$ cat src/rtl/adc_spi_pkg.sv
// Shared SPI state codes for the AD7903 readout path; the ADC sequencer
// compares against SPI_DONE rather than a literal.
package adc_spi_pkg;

  localparam logic [2:0] SPI_IDLE  = 3'd0;
  localparam logic [2:0] SPI_SETUP = 3'd1;
  localparam logic [2:0] SPI_XFER  = 3'd2;
  localparam logic [2:0] SPI_QUIET = 3'd3;
  localparam logic [2:0] SPI_DONE  = 3'd4;

  typedef enum logic [2:0] {
    ST_IDLE  = SPI_IDLE,
    ST_SETUP = SPI_SETUP,
    ST_XFER  = SPI_XFER,
    ST_QUIET = SPI_QUIET,
    ST_DONE  = SPI_DONE
  } spi_state_e;

endpackage

$ cat src/rtl/spi_sclk_gen.sv
// SCLK generator for mode 0: idle low, first half-period low, rise/fall
// strobes fire in the i_clk cycle before the registered sclk toggles.
module spi_sclk_gen #(
  parameter int DATA_WIDTH = 16,
  parameter int SCLK_HALF  = 3
) (
  input  logic i_clk,
  input  logic i_fRST,
  input  logic en,
  output logic sclk,
  output logic rise,
  output logic fall,
  output logic last
);

  localparam int HW = (SCLK_HALF > 1) ? $clog2(SCLK_HALF) : 1;
  localparam int EW = $clog2(2 * DATA_WIDTH);

  logic [HW-1:0] half_q;
  logic [EW-1:0] hp_q;
  logic          tick;

  assign tick = en && (half_q == HW'(SCLK_HALF - 1));
  assign rise = tick && !sclk;
  assign fall = tick && sclk;
  // final falling edge closes the transfer
  assign last = fall && (hp_q == EW'(2 * DATA_WIDTH - 1));

  always_ff @(posedge i_clk or negedge i_fRST) begin
    if (!i_fRST) begin
      half_q <= '0;
      hp_q   <= '0;
      sclk   <= 1'b0;
    end else if (!en) begin
      half_q <= '0;
      hp_q   <= '0;
      sclk   <= 1'b0;
    end else begin
      half_q <= tick ? '0 : half_q + 1'b1;
      if (tick) begin
        hp_q <= hp_q + 1'b1;
        sclk <= !sclk;
      end
    end
  end

endmodule

$ cat src/rtl/adc_spi_master.sv
// Mode-0 SPI master reading one AD7903 word per start; FSM and shifters here,
// SCLK timing in spi_sclk_gen.
module adc_spi_master
  import adc_spi_pkg::*;
#(
  parameter int DATA_WIDTH = 16,
  parameter int SCLK_HALF  = 3,
  parameter int CS_SETUP   = 2,
  parameter int CS_QUIET   = 2
) (
  input  logic                  i_clk,
  input  logic                  i_fRST,
  input  logic                  i_spi_start,
  input  logic [DATA_WIDTH-1:0] i_spi_data,
  output logic [2:0]            o_spi_state,
  output logic [DATA_WIDTH-1:0] o_spi_rx_data,
  output logic                  o_spi_rx_valid,
  output logic                  o_sclk,
  output logic                  o_mosi,
  input  logic                  i_miso,
  output logic                  o_cs_n
);

  localparam int CW = $clog2(((CS_SETUP > CS_QUIET) ? CS_SETUP : CS_QUIET) + 1);

  spi_state_e            state_q, state_d;
  logic [CW-1:0]         cnt_q;
  logic [DATA_WIDTH-1:0] tx_q, rx_q, rx_data_q;
  logic                  cs_n_q, rx_valid_q;
  logic                  sclk, rise, fall, last;

  spi_sclk_gen #(
    .DATA_WIDTH(DATA_WIDTH),
    .SCLK_HALF (SCLK_HALF)
  ) u_sclk (
    .i_clk (i_clk),
    .i_fRST(i_fRST),
    .en    (state_q == ST_XFER),
    .sclk  (sclk),
    .rise  (rise),
    .fall  (fall),
    .last  (last)
  );

  always_comb begin
    state_d = state_q;
    case (state_q)
      ST_IDLE:  if (i_spi_start) state_d = ST_SETUP;
      ST_SETUP: if (cnt_q == CW'(CS_SETUP - 1)) state_d = ST_XFER;
      ST_XFER:  if (last) state_d = ST_QUIET;
      ST_QUIET: if (cnt_q == CW'(CS_QUIET - 1)) state_d = ST_DONE;
      ST_DONE:  state_d = ST_IDLE;
      default:  state_d = ST_IDLE;
    endcase
  end

  always_ff @(posedge i_clk or negedge i_fRST) begin
    if (!i_fRST) begin
      state_q    <= ST_IDLE;
      cnt_q      <= '0;
      tx_q       <= '0;
      rx_q       <= '0;
      rx_data_q  <= '0;
      cs_n_q     <= 1'b1;
      rx_valid_q <= 1'b0;
    end else begin
      state_q    <= state_d;
      cnt_q      <= (state_d != state_q) ? '0 : cnt_q + 1'b1;
      // outputs registered from next state so they line up with o_spi_state
      cs_n_q     <= !(state_d inside {ST_SETUP, ST_XFER});
      rx_valid_q <= (state_d == ST_DONE);
      if (state_d == ST_DONE) rx_data_q <= rx_q;
      // TX MSB is the MOSI flop; clearing it outside the frame parks MOSI low
      if (state_q == ST_IDLE && i_spi_start) tx_q <= i_spi_data;
      else if (!(state_d inside {ST_SETUP, ST_XFER})) tx_q <= '0;
      else if (fall) tx_q <= tx_q << 1;
      if (rise) rx_q <= {rx_q[DATA_WIDTH-2:0], i_miso};
    end
  end

  assign o_spi_state    = state_q;
  assign o_spi_rx_data  = rx_data_q;
  assign o_spi_rx_valid = rx_valid_q;
  assign o_sclk         = sclk;
  assign o_mosi         = tx_q[DATA_WIDTH-1];
  assign o_cs_n         = cs_n_q;

endmodule

$ cat config.mk
export PLATFORM = sky130hd
export DESIGN_NAME = adc_spi_master
export DESIGN_NICKNAME = d
export VERILOG_FILES = /design/src/rtl/adc_spi_pkg.sv /design/src/rtl/spi_sclk_gen.sv /design/src/rtl/adc_spi_master.sv
export SDC_FILE = /design/constraint.sdc
export NUM_CORES = 1
export LEC_CHECK = 0
export BUFFER_PORTS_ARGS = -buffer_cell sky130_fd_sc_hd__buf_2
export CORE_MARGIN = 5
export CORE_UTILIZATION = 60
export CTS_CLUSTER_SIZE = 8
export DETAILED_ROUTE_END_ITERATION = 16
export PLACE_DENSITY = 0.9
export SETUP_SLACK_MARGIN = 0.5
export SLEW_MARGIN = 10
export SYNTH_ARGS = -nofsm -noshare
export SYNTH_HDL_FRONTEND = slang
export SYNTH_SLANG_ARGS = --single-unit
$ cat constraint.sdc
create_clock -name i_clk -period 3.7 [get_ports i_clk]
set_clock_uncertainty 0.05 [all_clocks]
set_input_delay 0.74 -clock i_clk [delete_from_list [all_inputs] [get_ports i_clk]]
set_output_delay 0.74 -clock i_clk [all_outputs]
set_load 0.1 [all_outputs]
==> results of run 1 <==
## sequential cells by signal (all words and copies together) (netlist names)
register / cells
o_spi_rx_valid: 1
u_sclk.sclk: 1
tx_q: 16
u_sclk.hp_q: 5
rx_q: 16
u_sclk.half_q: 2
o_cs_n: 1
o_spi_state: 3
cnt_q: 2
o_spi_rx_data: 16
## metrics by stage
stage | hold WS [ns] | cells
2_1_floorplan | 0.394 | 229
3_3_place_gp | 0.431 | 312
3_5_place_dp | 0.439 | 312
4_1_cts | 0.325 | 328
5_1_grt | 0.350 | 328
6_report | 0.316 | 328
## cells in the final DEF (no fill, tap or decap), types with 7 or more instances in the layout
| cell type | synthesis | layout |
|---|---|---|
| o311ai_0 | 14 | 14 |
| clkbuf_8 | 0 | 10 |
| nand2b_1 | 14 | 14 |
| nand4_1 | 13 | 13 |
| mux2_2 | 22 | 22 |
| inv_1 | 9 | 9 |
| dfrtp_1 | 62 | 62 |
| buf_2 | 5 | 42 |
| mux2_4 | 10 | 10 |
| nor2_1 | 7 | 7 |
| nand2_1 | 16 | 16 |
## area by class of cell
cell class	instances	area (um^2)
clock buffer	10	138
fill	303	1410
multi-input combinational	140	1120
sequential	63	1580
inverter	9	33.8
tap	54	67.6
clock inverter	6	46.3
timing repair buffer	46	240
## metal layers
layer / routed length, um / part of all wire [%] / global-route usage (%) / vias up
met5: 0 / 0 / 0 / -
li1: - / - / - / 914
met3: 314 / 5.5 / 4.82 / 16
met4: 162 / 2.8 / 10.3 / 0
met1: 2350 / 41 / 26.6 / 968
met2: 2870 / 50 / 32.3 / 73
## worst max path at each step
| stage | from | endpoint | slack [ns] |
|---|---|---|---|
| final | o_spi_state[2]$_DFF_PN0_ | rx_q[6]$_DFFE_PN0P_ | 1.04 |
| after global routing | o_spi_state[2]$_DFF_PN0_ | rx_q[6]$_DFFE_PN0P_ | 0.89 |
| after CTS | o_spi_state[2]$_DFF_PN0_ | rx_q[6]$_DFFE_PN0P_ | 1.04 |
| after detailed placement | o_spi_state[2]$_DFF_PN0_ | rx_q[6]$_DFFE_PN0P_ | 1.07 |
| after global placement | o_spi_state[2]$_DFF_PN0_ | rx_q[11]$_DFFE_PN0P_ | 1.14 |
| after floorplan | o_spi_state[1]$_DFF_PN0_ | rx_q[10]$_DFFE_PN0P_ | 1.05 |
## cell families after synthesis
group / Yosys count / share of synthesized area [%]
flops: 63 / 55.9
fa+ha+maj: 3 / 1.33
buf+inv: 26 / 4.35
simple gates: 73 / 14.8
xor+xnor: 5 / 1.55
mux: 34 / 14.8
compound gates: 25 / 7.27
## report_power, final
group | internal (mW) | total (mW) | switching, mW | leakage, nW
clock | 0.263 | 0.538 | 0.275 | 0.0885
combinational | 0.0135 | 0.0313 | 0.0177 | 0.760
sequential | 0.694 | 0.699 | 0.00530 | 0.772
total | 0.970 | 1.27 | 0.298 | 1.62
==> results.md, run 1 <==
- CTS tree: done
- CTS max path bufs: 2
- Clock latency at the later pin of the worst-skew pair: between 0.3 and 0.4 ns
- Global-route wire length before repair: a little under 10000 um
- Leakage power: between 1.5 and 2 nW
- Area leader, netlist: dfrtp_1
- Syn nets: 252
- Number of antenna violations at the first check in global routing: 0
- Area Growth Syn to Fin: 14.3%
- Placed cell area: 3040 um^2
- DRT antenna net count: 0
- Post-synth EDFFs: 0
- Hold crit path type: primary input to asynchronous set/reset pin
- Via density per instance: 6.01
- Worst r2r src: o_spi_state[2]$_DFF_PN0_
- FMAX: between 300 and 400 MHz
- CP delay by family, top: simple AND/OR/NAND/NOR gates
- Required @ worst endpoint: between 3 and 4 ns
- Routed via count: slightly below 2000
- Peak VDD IR: ~0.37 mV
- Tmin final: roughly 2.7 ns
- Crit. End Element: flop
- Io pins: 43
- Final Max Tran Viols: 0
- Layout Nets: just under 300
- Final total power: around 1.3 mW
- Synthesized area per cell: between 10 and 15 um^2
- Gpl congestion: between 0.7 and 0.8
- Status: finished clean
- Crit start category: flop
- Remaining global-route overflow: 0
- CTS hold repair buffers: 0
- RSZ-0062 raised after global routing: no
- Final Cycle Share: 71.8%
- Most frequent cells after synthesis: 62 x dfrtp_1, 22 x mux2_2, 16 x nand2_1
- Slew headroom: roughly 40%
- Pwr dens: approximately 390 nW/um^2
- Antenna Diode Count: 0
- HPWL after DPL: 3670 um
- Post-layout util: between 60% and 70%
- Cell area after layout: 3220 um^2
- Syn Std Cell Area: 2820 um^2
- Worst setup margin: about 1.0 ns
- CTS Root Cell: clkbuf_8
- Crit-path max FO: 28
- Initial DRC count: ~180
- DRT Wirelength: between 5000 and 6000 um
- Largest net degree at the start of global routing: between 40 and 50
- Fraction of layout cells with a size suffix above 1: a little over a third
- Synth cell types: 38
- Starting Density: about 61%
- Total CTS buffers: 9
- Port bufs: 42
- Synth Flop Type: dfrtp_1
- Dpl ws: about 1.1 ns
- Setup slack, reg-to-reg: ~1.0 ns
- Setup TNS: 0 ns
- Seq/Total Area, Yosys: a little under three fifths
- R2R cell count: 3
- Post-synth top area share: a little over half
- Post-Synthesis Cells: 229
- Most common cell in the netlist: dfrtp_1
- H-tree Lvls: 3
- Die ar.: 6170 um^2
- Actual slew at the worst max-slew pin: 0.891 ns
- Worst-path clk slew: approximately 0.080 ns
- Fin. Hold Viols: 0
- Chip height: 78.6 um
- Gr usage total: between 20% and 30%
- Drt pass-1 iters: 6
- Vias in the first global route: between 1500 and 2000
- # setup viols final: 0
- Number of synthesized register bits: 63
- Worst-path cell chain: or3b_1 > or3_1 > mux2_4
- FP Rows: 25
- Reg2Reg Capture Point: rx_q[6]$_DFFE_PN0P_
- Die Wd: between 70 and 80 um
- Worst path arrival time: ~2.8 ns
- Core area: 4630 um^2
- DRC Markers: 0
- CP Class: flop to flop
- Max incr delay on CP: between 0.7 and 0.8 ns
- Stages on worst setup path: 3
- DR WL/cell: 17.4 um
- Async SR Flop Fraction: 100%
- Ys Warns: 0
- Clk sinks: 63
- Worst path bufs/invs: 0
- Post-CTS Setup Bufs: 0
- Slowest CP cell: or3_1
- CTS resizes: 0
- Synth area leaders: dfrtp_1 55%, mux2_2 8.8%, mux2_4 5.3%, o311ai_0 4.3%, nand2b_1 3.1%
- Maxcap violations: 0
Power figures use the tool's default switching activity.
==> run 2: changes to the inputs <==
--- a/config.mk
+++ b/config.mk
@@ -7,10 +7,10 @@
 export LEC_CHECK = 0
 export BUFFER_PORTS_ARGS = -buffer_cell sky130_fd_sc_hd__buf_2
 export CORE_MARGIN = 5
-export CORE_UTILIZATION = 60
+export CORE_UTILIZATION = 51
 export CTS_CLUSTER_SIZE = 8
 export DETAILED_ROUTE_END_ITERATION = 16
-export PLACE_DENSITY = 0.9
+export PLACE_DENSITY = 0.82
 export SETUP_SLACK_MARGIN = 0.5
 export SLEW_MARGIN = 10
 export SYNTH_ARGS = -nofsm -noshare
==> constraint.sdc (replaced) <==
create_clock -name i_clk -period 2.2 [get_ports i_clk]
set_clock_uncertainty 0.05 [all_clocks]
set_input_delay 0.44 -clock i_clk [delete_from_list [all_inputs] [get_ports i_clk]]
set_output_delay 0.44 -clock i_clk [all_outputs]
set_load 0.1 [all_outputs]
==> results.md, run 2 (synthesis results as in run 1) <==
- Maxcap violations: 0 (unchanged)
- RSZ-0062 raised after global routing: yes
- Worst hold slack: 0.0368 ns (-0.279 ns)
- Final cell count without fillers: 375 (+14%)
- Met2 WL: 3230 um (+13%)
- Antenna Diode Count: 0 (unchanged)
- Starting Density: 51.9% (-9.1 points)
- Clock latency at the later pin of the worst-skew pair: 0.34 ns (about the same)
- Final Max Tran Viols: 0 (unchanged)
- Clk sinks: 63 (unchanged)
- # setup viols final: 0 (unchanged)
- Pwr dens: 578 nW/um^2 (+47%)
- Die Wd: 84.4 um (+7.4%)
- Max layer used: met4
- Gpl congestion: 0.798 (+0.97%)
- Remaining global-route overflow: 0 (unchanged)
- Io pins: 43 (unchanged)
- CTS tree: done
- Inst Count DP: 338 (+8.3%)
- H-tree Lvls: 3 (unchanged)
- Worst path arrival time: 2.07 ns (-0.76 ns)
- Storage cell area: 1590 um^2 (+0.79%)
- Commonest non-fill, non-tap cell in the layout: dfrtp_1
- Die ar.: 7120 um^2 (+15%)
- Crit. End Element: flop
- CTS hold repair buffers: 0 (unchanged)
- Crit start category: flop
- Commonest cells after routing, fill and taps aside: 58 x dfrtp_1, 38 x buf_2, 28 x buf_4
- Port bufs: 42 (unchanged)
- HPWL after DPL: 3860 um (+5.1%)
- Total CTS buffers: 9 (unchanged)
- Peak VDD IR: 0.326 mV (-11%)
- Routed met3 length: 306 um (-2.5%)
- FP Rows: 27 (+8.0%)
- Tmin final: 1.89 ns (-0.765 ns)
- CTS Root Cell: clkbuf_8
- Hold crit path type: primary input to asynchronous set/reset pin
- Area Growth Syn to Fin: 29.0%
- CP Class: flop to flop
- Gr usage total: 18.5% (-2.0 points)
- Drt pass-1 iters: 5 (-1)
- Required @ worst endpoint: 2.38 ns (-1.49 ns)
- Via density per instance: 5.57 (-7.3%)
- Post-layout util: 66.9% (-2.7 points)
- Fill cells: 388 (+28%)
- Largest net degree at the start of global routing: 27 (-36%)
- Initial DRC count: 175 (-2.2%)
- DRC Markers: 0 (unchanged)
- Met1 wire length: 2760 um (+18%)
- Core area: 5440 um^2 (+17%)
- CTS max path bufs: 2 (unchanged)
- Cell area after layout: 3640 um^2 (+13%)
- FMAX: 528 MHz (+40%)
- Routed via count: 2089 (+6.0%)
- Final Cycle Share: 86.0% (+14 points)
- Global-route wire length before repair: 10400 um (+6.7%)
- DR WL/cell: 17.3 um (-0.59%)
- Leakage power: 1.79 nW (+10%)
- Status: finished clean
- Slew headroom: 62.5% (+22 points)
- Layout Nets: 321 (+9.9%)
- Setup TNS: 0 ns (unchanged)
- DRT Wirelength: 6480 um (+14%)
- Crit-path max FO: 16 (-43%)
- Fin. Hold Viols: 0 (unchanged)
- Placed cell area: 3150 um^2 (+3.5%)
- Number of antenna violations at the first check in global routing: 0 (unchanged)
- Worst-path clk slew: 0.08 ns (about the same)
- DRT antenna net count: 0 (unchanged)
- Chip height: 84.4 um (+7.4%)
- Vias in the first global route: 2125 (+8.1%)
- Multi-input gate area: 1240 um^2 (+11%)
- Fraction of layout cells with a size suffix above 1: 48.5% (+13 points)
- Actual slew at the worst max-slew pin: 0.563 ns (-0.329 ns)
run 2: cell count changes in the layout (fill, tap and decap cells not counted), sizes merged:
cell | previous run | this run
inv | 9 | 8
clkinvlp | 2 | 5
buf | 46 | 73
run 2: power by group:
part / total (mW) / switching, mW / internal (mW)
Clock: 0.870 / 0.464 / 0.407
Combinational: 0.0581 / 0.0317 / 0.0264
Sequential: 1.17 / 0.00756 / 1.17
Total: 2.10 / 0.503 / 1.60
run 2: path summary, 6_finish.rpt:
kind                                              startpoint                      endpoint  slack, ns  depth (start not counted)
worst max register to register      o_spi_state[0]$_DFF_PN0_          rx_q[14]$_DFFE_PN0P_       0.31                          4
worst max-delay path                o_spi_state[0]$_DFF_PN0_          rx_q[14]$_DFFE_PN0P_       0.31                          4
worst min register to register  o_spi_rx_data[6]$_DFFE_PN0P_  o_spi_rx_data[6]$_DFFE_PN0P_       0.45                          1
worst min-delay path                                  i_fRST           rx_q[0]$_DFFE_PN0P_       0.04                          1
min in group i_clk                             i_spi_data[0]           tx_q[0]$_DFFE_PN0P_       0.24                          3
max in group asynchronous                             i_fRST          rx_q[12]$_DFFE_PN0P_       1.31                          3
run 2: through the flow:
| stage | power [mW] | setup slack, ns |
|---|---|---|
| after floorplan | 1.21 | 0.00670 |
| after global placement | 1.25 | 0.270 |
| after detailed placement | 1.26 | 0.247 |
| after CTS | 2.12 | 0.329 |
| after global routing | 2.19 | 0.289 |
| final | 2.10 | 0.307 |
run 2: critical path, cell delays in order, from the launching register on:
cell,delay [ns]
dfrtp_4,0.50
or3b_4,0.41
or3_4,0.35
buf_12,0.17
mux2_4,0.31
run 2: area by class of cell:
type | instances | share of cell area (%)
repair buffers | 74 | 13.7
multi-input cells | 140 | 34.1
well taps | 72 | 2.48
repair inverters | 1 | 0.206
clock buffers | 9 | 3.40
flip-flops and latches | 63 | 43.7
inverters | 9 | 1.03
clock inverters | 7 | 1.38
run 2: metal layers:
metal	global-route usage (%)	up-vias
met1	24.0	1037
li1	-	966
met5	0	-
met4	11.2	0
met3	4.32	16
met2	28.3	70
run 2: repair_timing:
item,in CTS,in global routing
gates resized for setup,17,32
setup buffers,13,7
gates cloned,1,0
endpoints found under the setup margin,55,53
pin swaps,5,5
endpoints found under the hold margin,0,0
==> run 3: changes to the inputs <==
--- a/config.mk
+++ b/config.mk
@@ -5,12 +5,12 @@
 export SDC_FILE = /design/constraint.sdc
 export NUM_CORES = 1
 export LEC_CHECK = 0
-export BUFFER_PORTS_ARGS = -buffer_cell sky130_fd_sc_hd__buf_2
 export CORE_MARGIN = 5
-export CORE_UTILIZATION = 51
+export CORE_UTILIZATION = 56
 export CTS_CLUSTER_SIZE = 8
 export DETAILED_ROUTE_END_ITERATION = 16
-export PLACE_DENSITY = 0.82
+export DONT_BUFFER_PORTS = 1
+export PLACE_DENSITY = 0.8
 export SETUP_SLACK_MARGIN = 0.5
 export SLEW_MARGIN = 10
 export SYNTH_ARGS = -nofsm -noshare
==> results.md, run 3 (synthesis results as in run 1) <==
- Net Sw Power: 438 uW (-13%)
- Fill cells: 318 (-18%)
- CTS tree: done
- Maxcap violations: 0 (unchanged)
- Clock latency at the later pin of the worst-skew pair: 0.33 ns (about the same)
- Leakage power: 1.59 nW (-11%)
- Gpl congestion: 0.815 (+2.1%)
- DRC Markers: 0 (unchanged)
- H-tree Lvls: 3 (unchanged)
- Setup TNS: 0 ns (unchanged)
- Slew headroom: 66.5% (+4.0 points)
- End point of the critical path: rx_q[10]$_DFFE_PN0P_
- Initial DRC count: 242 (+38%)
- Gr usage total: 19.8% (+1.2 points)
- Worst hold slack: -0.253 ns (-0.290 ns)
- Sequential Power Share: 53.6% (-2.3 points)
- Crit path launch: o_spi_state[1]$_DFF_PN0_
- Tmin final: 1.86 ns (-0.0294 ns)
- Required @ worst endpoint: 2.36 ns (-0.02 ns)
- HPWL after DPL: 3510 um (-9.3%)
- Clock power frac: 45.8% (+4.4 points)
- Core area: 4820 um^2 (-11%)
- Final cell count without fillers: 323 (-14%)
- # setup viols final: 0 (unchanged)
- FMAX: 537 MHz (+1.6%)
- Hold crit path type: primary input to asynchronous set/reset pin
- Commonest cells after routing, fill and taps aside: 42 x dfrtp_1, 22 x mux2_2, 18 x buf_4
- Clk sinks: 63 (unchanged)
- Port bufs: 0 (-100%)
- Final Cycle Share: 84.7% (-1.3 points)
- Chip height: 81.0 um (-4.0%)
- RSZ-0062 raised after global routing: yes
- Vias in the first global route: 1916 (-9.8%)
- Die Wd: 81.0 um (-4.0%)
- Switching part of the total: 20.0% (-3.9 points)
- DRT antenna net count: 0 (unchanged)
- Number of antenna violations at the first check in global routing: 0 (unchanged)
- Pwr dens: 632 nW/um^2 (+9.3%)
- Setup slack, reg-to-reg: 0.34 ns (+0.03 ns)
- DRT Wirelength: 6280 um (-3.1%)
- R2R cell count: 4 (unchanged)
- CTS max path bufs: 2 (unchanged)
- Largest net degree at the start of global routing: 64 (+140%)
- Cell-internal power: 1.76 mW (+9.7%)
- Fraction of layout cells with a size suffix above 1: 44.1% (-4.4 points)
- DR WL/cell: 19.4 um (+13%)
- Reg2Reg Capture Point: rx_q[10]$_DFFE_PN0P_
- Commonest non-fill, non-tap cell in the layout: dfrtp_1
- Inst Count DP: 294 (-13%)
- Crit. End Element: flop
- Storage cell area: 1610 um^2 (+1.5%)
- CTS Root Cell: clkbuf_8
- Io pins: 43 (unchanged)
- Die ar.: 6560 um^2 (-7.9%)
- Fin. Hold Viols: 63 (+63)
- Crit start category: flop
- Starting Density: 58.6% (+6.7 points)
- FP Rows: 25 (-7.4%)
- CP Class: flop to flop
- Worst r2r src: o_spi_state[1]$_DFF_PN0_
- Drt pass-1 iters: 4 (-1)
- Layout Nets: 275 (-14%)
- Failing checks: negative hold slack
- Actual slew at the worst max-slew pin: 0.502 ns (-0.0607 ns)
- Global-route wire length before repair: 9710 um (-6.6%)
- Remaining global-route overflow: 0 (unchanged)
- Multi-input gate area: 1240 um^2 (+0.10%)
- Total CTS buffers: 9 (unchanged)
- Crit-path max FO: 16 (unchanged)
- Worst path arrival time: 2.03 ns (-0.04 ns)
- Status: finished with violations
- Antenna Diode Count: 0 (unchanged)
- Area Growth Syn to Fin: 23.1%
- Final Max Tran Viols: 0 (unchanged)
- Via density per instance: 6.10 (+9.5%)
- Worst-path clk slew: 0.07 ns (about the same)
- Peak VDD IR: 0.537 mV (+65%)
- Routed via count: 1971 (-5.6%)
- Logic pwr share: 0.6% (-2.2 points)
==> run 3: cell count changes in the layout (fill, tap and decap cells not counted), moves of 2 or more <==
cell	before	now
clkinv_4	2	0
o311ai_1	9	11
buf_2	38	1
o311ai_2	3	1
clkbuf_8	9	11
dfrtp_2	1	17
buf_4	28	18
dfrtp_1	58	42
clkinvlp_4	5	3
buf_6	5	3
buf_12	1	5
==> run 3: cell type report <==
type                            count  area share, %
Sequential cell                    63           46.5
Multi-Input combinational cell    140           35.8
Timing Repair Buffer               28           8.32
Clock buffer                       12           4.47
Tap cell                           67           2.41
Clock inverter                      3           1.23
Inverter                            9           1.08
Timing Repair inverter              1          0.216
==> run 3: how the worst min path moves through the flow <==
stage                       from                   end  slack, ns  depth (start not counted)
after floorplan           i_fRST    cnt_q[0]$_DFF_PN0_       0.09                          0
after global placement    i_fRST   tx_q[6]$_DFFE_PN0P_        0.1                          0
after detailed placement  i_fRST   tx_q[6]$_DFFE_PN0P_        0.1                          0
after CTS                 i_fRST   rx_q[7]$_DFFE_PN0P_      -0.26                          0
after global routing      i_fRST  rx_q[13]$_DFFE_PN0P_      -0.28                          0
final                     i_fRST   tx_q[6]$_DFFE_PN0P_      -0.25                          0
==> run 3: per-layer routing <==
metal  vias up  GRT usage (%)  share of wire, %
met3        18           7.10               7.9
met2        93           29.1                48
met1       984           26.4                41
li1        876              -                 -
met5         -              0                 0
met4         0           8.45               2.7
==> run 3: power by group through the flow <==
| stage | combinational [mW] | clock (mW) | sequential [mW] |
|---|---|---|---|
| detailed placement | 0.0127 | 0 | 1.20 |
| global placement | 0.0120 | 0 | 1.20 |
| floorplan | 0.0117 | 0 | 1.19 |
| global route | 0.0143 | 1.09 | 1.18 |
| finish | 0.0133 | 1.01 | 1.17 |
| CTS | 0.0131 | 1.02 | 1.17 |
==> run 3: metrics by stage <==
stage | area, um^2 | setup slack, ns | util, % | total power, mW
after floorplan | 2870 | 0.00670 | - | 1.21
after global placement | 2950 | 0.269 | 61.3 | 1.21
after detailed placement | 2950 | 0.252 | 61.3 | 1.21
after CTS | 3350 | 0.350 | 69.5 | 2.21
after global routing | 3470 | 0.324 | 72.1 | 2.28
final | 3470 | 0.336 | 72.1 | 2.19
==> run 3: critical path, cell delays in order (launching register included) <==
cell and delay [ns]:
dfrtp_4 0.48, or3b_4 0.39, or3_4 0.35, buf_12 0.17
mux2_4 0.30
==> run 3: what timing repair did <==
item / in CTS / in global routing
setup buffers: 9 / 2
pin swaps: 6 / 2
endpoints found under the setup margin: 69 / 58
resized for setup: 34 / 36
hold endpoints to repair: 63 / 63
gates cloned: 1 / 2
